--- src/rtl/alu_seq_unit.sv ---
// Handshaked multi-cycle ALU responder: one op per request, result held until taken.
// Define ALU_MUL_EN to build func 8 as an iterative shift-add multiplier; otherwise func 8 is illegal.
module alu_seq_unit #(
    parameter int W = 4
) (
    input  logic         clk,
    input  logic         reset,
    input  logic         in_valid,
    output logic         in_ready,
    input  logic [W-1:0] a,
    input  logic [W-1:0] b,
    input  logic [3:0]   func,
    output logic         out_valid,
    input  logic         out_ready,
    output logic [W-1:0] out,
    output logic         carry,
    output logic         zero,
    output logic         err
);

    // Handshake: a transfer happens on a clk edge where valid && ready are both high.
    // Requests are taken only in IDLE; the result is offered only in DONE, and
    // out/carry/zero/err hold steady until the consumer's out_ready completes it.
    typedef enum logic [1:0] {
        IDLE = 2'd0,
        MUL  = 2'd1,
        DONE = 2'd2
    } state_t;

    state_t state;
    state_t state_next;

    logic         accept;
    logic         load_alu;
    logic [W:0]   sum;
    logic [W:0]   diff;
    logic [W-1:0] alu_out;
    logic         alu_carry;
    logic         alu_err;

    assign in_ready  = (state == IDLE) && !reset;
    assign out_valid = (state == DONE);
    assign accept    = in_valid && in_ready;
    assign load_alu  = accept && (state_next == DONE);

    always_comb begin
        alu_out   = '0;
        alu_carry = 1'b0;
        alu_err   = 1'b0;
        sum       = {1'b0, a} + {1'b0, b};
        diff      = {1'b0, a} - {1'b0, b};
        case (func)
            4'd0: begin alu_out = sum[W-1:0];  alu_carry = sum[W];  end
            4'd1: begin alu_out = diff[W-1:0]; alu_carry = diff[W]; end
            4'd2: alu_out = a & b;
            4'd3: alu_out = a | b;
            4'd4: alu_out = a ^ b;
            4'd5: alu_out = ~a;
            4'd6: begin alu_out = {a[W-2:0], 1'b0}; alu_carry = a[W-1]; end
            4'd7: begin alu_out = {1'b0, a[W-1:1]}; alu_carry = a[0];   end
            default: alu_err = 1'b1;
        endcase
    end

`ifdef ALU_MUL_EN
    localparam int CW = $clog2(W + 1);

    logic [2*W-1:0] acc;
    logic [2*W-1:0] mcand;
    logic [W-1:0]   mplier;
    logic [CW-1:0]  cnt;
    logic           mul_done;

    assign mul_done = (state == MUL) && (cnt == CW'(W));

    // One multiplier bit per cycle, LSB first; the extra cycle after the last
    // iteration registers the product into the result flops.
    always_ff @(posedge clk or posedge reset) begin
        if (reset) begin
            acc    <= '0;
            mcand  <= '0;
            mplier <= '0;
            cnt    <= '0;
        end else if (accept) begin
            acc    <= '0;
            mcand  <= {{W{1'b0}}, a};
            mplier <= b;
            cnt    <= '0;
        end else if (state == MUL && !mul_done) begin
            if (mplier[0]) acc <= acc + mcand;
            mcand  <= mcand << 1;
            mplier <= mplier >> 1;
            cnt    <= cnt + CW'(1);
        end
    end
`endif

    always_comb begin
        state_next = state;
        case (state)
            IDLE: begin
                if (accept) begin
`ifdef ALU_MUL_EN
                    state_next = (func == 4'd8) ? MUL : DONE;
`else
                    state_next = DONE;
`endif
                end
            end
`ifdef ALU_MUL_EN
            MUL:  if (mul_done) state_next = DONE;
`endif
            DONE: if (out_ready) state_next = IDLE;
            default: state_next = IDLE;
        endcase
    end

    always_ff @(posedge clk or posedge reset) begin
        if (reset) state <= IDLE;
        else       state <= state_next;
    end

    always_ff @(posedge clk or posedge reset) begin
        if (reset) begin
            out   <= '0;
            carry <= 1'b0;
            zero  <= 1'b0;
            err   <= 1'b0;
        end else if (load_alu) begin
            out   <= alu_out;
            carry <= alu_carry;
            zero  <= (alu_out == '0);
            err   <= alu_err;
        end
`ifdef ALU_MUL_EN
        else if (mul_done) begin
            out   <= acc[W-1:0];
            carry <= |acc[2*W-1:W];
            zero  <= (acc[W-1:0] == '0);
            err   <= 1'b0;
        end
`endif
    end

endmodule

--- config.mk ---
export PLATFORM = sky130hd
export DESIGN_NAME = alu_seq_unit
export DESIGN_NICKNAME = d
export VERILOG_FILES = /design/src/rtl/alu_seq_unit.sv
export SDC_FILE = /design/constraint.sdc
export NUM_CORES = 1
export LEC_CHECK = 0
export ABC_AREA = 1
export CAP_MARGIN = 20
export CORE_AREA = 2 2 48 50
export CTS_BUF_LIST = sky130_fd_sc_hd__clkbuf_8
export DETAILED_ROUTE_END_ITERATION = 8
export DIE_AREA = 0 0 50 52
export DONT_BUFFER_PORTS = 1
export MAX_ROUTING_LAYER = met4
export PLACE_DENSITY = 0.74
export SLEW_MARGIN = 20
export SYNTH_ARGS = -nofsm -noshare
export SYNTH_HDL_FRONTEND = slang
export SYNTH_SLANG_ARGS = --single-unit
--- constraint.sdc ---
create_clock -name clk -period 1.2 [get_ports clk]
set_input_delay 0.36 -clock clk [delete_from_list [all_inputs] [get_ports clk]]
set_output_delay 0.36 -clock clk [all_outputs]
set_load 0.03 [all_outputs]
==> flow_summary_export.csv <==
group,metric,value,unit
layout,drive_above_1_share,26.49,%
timing,final-max-slew-violation-count,0,
die,core_region_area,2106,sq um
timing,final_period_minus_worst_setup_slack,1.410,ns
clock_tree,clock_tree_from_tritoncts,"done",
die,die_width,50,microns
grt,grt-ovfl-total,0,
synthesis,synth_sequential_area_ratio,21.69,%
power_and_ir_drop,vdd_ir_drop_max,0.8483,mV
drt,remaining_drc_errors,0,
placed_design,gp_congestion,0.9173,
power_and_ir_drop,power.static_leakage,0.7496,nW
synthesis,yosys_most_used_dff,"sky130_fd_sc_hd__dfrtp_1",
timing,timing.clock.skew,0.002741,ns
synthesis,syn_nets,193,
critical_path,timing.critical_path.max_delay_family,"simple AND/OR/NAND/NOR gates",
clock_tree,cts.sink_count,9,
clock_tree,clock_latency,0.23,ns
die,chipHeight,52,microns
layout,antenna_cells,0,
die,design.die.area,2600,sq um
grt,track_usage,24.00,%
synthesis,synth_register_bits,9,
synthesis,netlist_area,1038,sq um
synthesis,async_reset_ff_share,100.0,%
clock_tree,clockBufferDepth,2,
timing,setup_viol_count_final,6,
timing,final_setup_slack_of_the_worst_path,-0.2102,ns
synthesis,ys_types,20,
drt,route.antenna.remaining_nets,0,
critical_path,crit_arrival,1.58,ns
synthesis,post_synth_inst_count,163,
layout,post-route-util,65.60,%
timing,layout_worst_path_cycle_share,117.5,%
critical_path,timing.critical_path.required,1.37,ns
drt,detailroute.via_count,1094,
critical_path,setup.worst_path.end_class,"flip-flop",
critical_path,cp_num_buf_inv,1,
synthesis,syn_avg_cell_area,6.371,sq um
grt,grt_antenna_before_repair,0,
clock_tree,numCtsBuffers,3,
drt,avg_vias_per_cell,5.136,
die,rows,17,
grt,grt_peak_use_layer,"met2",
clock_tree,worst_setup_hold_path_clk_slew,0.05,ns
synthesis,edff_count_synth,0,
run_status,outcome,"complete, but fails checks",
grt,grt_pass1_wl,4.574,mm
timing,grt_setup_unrepaired,"true",
grt,first_global_vias,1015,
placed_design,placed_area,1259,sq um
critical_path,setup.worst_path.start_class,"input pin",
drt,routed_wire_length_per_instance,12.69,microns
critical_path,critical_path.max_stage_delay,0.36,ns
grt,gr_met3_demand_resource,5.172,%
critical_path,setup.worst_path.class,"input pin to flip-flop",
critical_path,crit_path_cell_trace,"inv_12, ha_4, fa_2, nor2_4, nor2_1, nand2_1, nand2_1, nor2_1, nand2_1, nor2_2, nand3_1, nand2_1",
flow_run,max_cap_viol_count,0,
critical_path,critical-path-slowest-cell,"sky130_fd_sc_hd__fa_2",
drt,initialDrtViolationCount,45,
grt,groute.layer.met1.usage,31.48,%
placed_design,port-buffer-count,0,
critical_path,cpMostUsedCell,"sky130_fd_sc_hd__nand2_1",
hold_path,min_path_type,"input pin to flip-flop",
critical_path,worst-path-max-fanout,4,
layout,syn_to_final_growth,33.01,%
timing,max_freq,709.1,MHz
layout,final_design_area_no_fill,1381,sq um
drt,first_pass_iters,4,
clock_tree,clk_root_buffer_cell,"sky130_fd_sc_hd__clkbuf_8",
power_and_ir_drop,powerDensity,861.7,nW/um^2
clock_tree,cts_max_level,1,
drt,drt-total-wl,2.703,mm
run_status,violations,"setup timing",
grt,grt_util_met2,37.94,%
timing,hold_violations,0,
synthesis,ys.warnings.count,0,
placed_design,dp_worst_setup_slack,-0.4794,ns
die,initial_core_util,49.32,%
die,ios,25,
grt,pin_count_of_the_biggest_net_entering_global_routing,13,
layout,final_nets,216,
placed_design,dpl.hpwl,2.159,mm
-- worst register-to-register path: stages (launching register included) --
cell and delay (ns):
sky130_fd_sc_hd__dfrtp_1 0.40, sky130_fd_sc_hd__nor3_4 0.19, sky130_fd_sc_hd__buf_4 0.15, sky130_fd_sc_hd__nand2_4 0.10, sky130_fd_sc_hd__nor2_2 0.16, sky130_fd_sc_hd__nand3_1 0.09
sky130_fd_sc_hd__nand2_1 0.07
-- Yosys cell counts, types with 2 or more instances --
cell	number	area [sq um]
sky130_fd_sc_hd__nand2_1	47	176.4
sky130_fd_sc_hd__nand3b_1	4	30.03
sky130_fd_sc_hd__inv_1	21	78.83
sky130_fd_sc_hd__nor2_2	5	31.28
sky130_fd_sc_hd__a21oi_1	4	20.02
sky130_fd_sc_hd__o21ai_0	4	20.02
sky130_fd_sc_hd__inv_2	2	7.510
sky130_fd_sc_hd__ha_1	12	150.1
sky130_fd_sc_hd__nand3_1	23	115.1
sky130_fd_sc_hd__nor2_1	22	82.58
sky130_fd_sc_hd__fa_1	2	40.04
sky130_fd_sc_hd__dfrtp_1	9	225.2
-- through the flow --
step	hold slack (ns)	instances	TNS [ns]	power (W)
2_1_floorplan	0.1879	163	-1.519	0.0007140
3_3_place_gp	0.2182	205	-1.900	0.0008016
3_5_place_dp	0.2359	205	-2.007	0.0008139
4_1_cts	0.2269	213	-0.9510	0.001180
5_1_grt	0.2175	213	-1.367	0.001271
6_report	0.2275	213	-0.8722	0.001190
-- state kept, by name, summed over array words and instances, names as in the netlist --
| name | count |
|---|---|
| out | 4 |
| carry | 1 |
| zero | 1 |
| err | 1 |
| state | 2 |
-- what timing repair did --
| action | CTS | global route |
|---|---|---|
| buffers inserted | 3 | 0 |
| hold endpoints to repair | 9 | 0 |
| gates resized for setup | 4 | 7 |
| pin swaps | 10 | 8 |
| endpoints found under the setup margin | 7 | 9 |
| hold buffers | 1 | 0 |
-- layout make-up --
cell class	instances	area [sq um]
clock buffer	3	41.29
clock inverter	1	3.754
fill	176	724.4
inverter	23	116.4
multi-input combinational	129	803.3
sequential	9	225.2
tap	28	35.03
timing repair buffer	20	156.4
-- power by group --
part	switching (W)	internal (W)	total, W
sequential	0.000125	0.000351	0.000476
clock	0.000120	0.000223	0.000342
combinational	0.000205	0.000167	0.000372
total	0.000449	0.000741	0.00119
-- cells in the final DEF, fill, tap and decap left out --
| cell | count |
|---|---|
| sky130_fd_sc_hd__dfrtp_1 | 9 |
| sky130_fd_sc_hd__nor2_4 | 2 |
| sky130_fd_sc_hd__clkbuf_8 | 3 |
| sky130_fd_sc_hd__a21oi_2 | 3 |
| sky130_fd_sc_hd__inv_1 | 17 |
| sky130_fd_sc_hd__a21oi_1 | 1 |
| sky130_fd_sc_hd__ha_4 | 4 |
| sky130_fd_sc_hd__ha_1 | 8 |
| sky130_fd_sc_hd__nand2_2 | 1 |
| sky130_fd_sc_hd__o21ai_2 | 1 |
| sky130_fd_sc_hd__inv_6 | 1 |
| sky130_fd_sc_hd__buf_4 | 18 |
| sky130_fd_sc_hd__fa_2 | 2 |
| sky130_fd_sc_hd__conb_1 | 1 |
| sky130_fd_sc_hd__inv_12 | 2 |
| sky130_fd_sc_hd__o21ai_1 | 3 |
| sky130_fd_sc_hd__dlygate4sd3_1 | 1 |
| sky130_fd_sc_hd__nand2_1 | 45 |
| sky130_fd_sc_hd__nand2_4 | 1 |
| sky130_fd_sc_hd__nor2_1 | 21 |
| sky130_fd_sc_hd__o21ai_0 | 1 |
| sky130_fd_sc_hd__nor3_4 | 1 |
| sky130_fd_sc_hd__inv_2 | 4 |
| sky130_fd_sc_hd__nor2_2 | 5 |
| sky130_fd_sc_hd__nand3b_1 | 4 |
| sky130_fd_sc_hd__nand4_1 | 1 |
| sky130_fd_sc_hd__nand3_1 | 23 |
| sky130_fd_sc_hd__buf_6 | 1 |
| sky130_fd_sc_hd__o31ai_1 | 1 |
-- cell families after synthesis --
family / count (synthesis) / synth area share [%]
buffers and inverters: 25 / 10.12
AO/OA/AOI/OAI: 10 / 5.422
flip-flops: 9 / 21.69
other: 1 / 0.3611
adder cells (fa/ha/maj): 14 / 18.31
AND/OR/NAND/NOR: 104 / 44.10
-- metal layers --
metal  up-vias  share of wire [%]
met5         -                  0
li1        559                  -
met3         2                6.4
met4         0               0.63
met2        32                 47
met1       501                 46
-- final timing paths --
path                       cells after the start  slack, ns       end       from
min                                            1       0.23  state[1]  out_ready
min in group asynchronous                      2       0.53      zero      reset
max                                           12      -0.21      zero       a[0]
min reg2reg                                    1       0.54  state[1]   state[0]
max reg2reg                                    6      -0.02      zero   state[1]
max in group asynchronous                      2       0.41    out[2]      reset
Power figures use the tool's default switching activity.
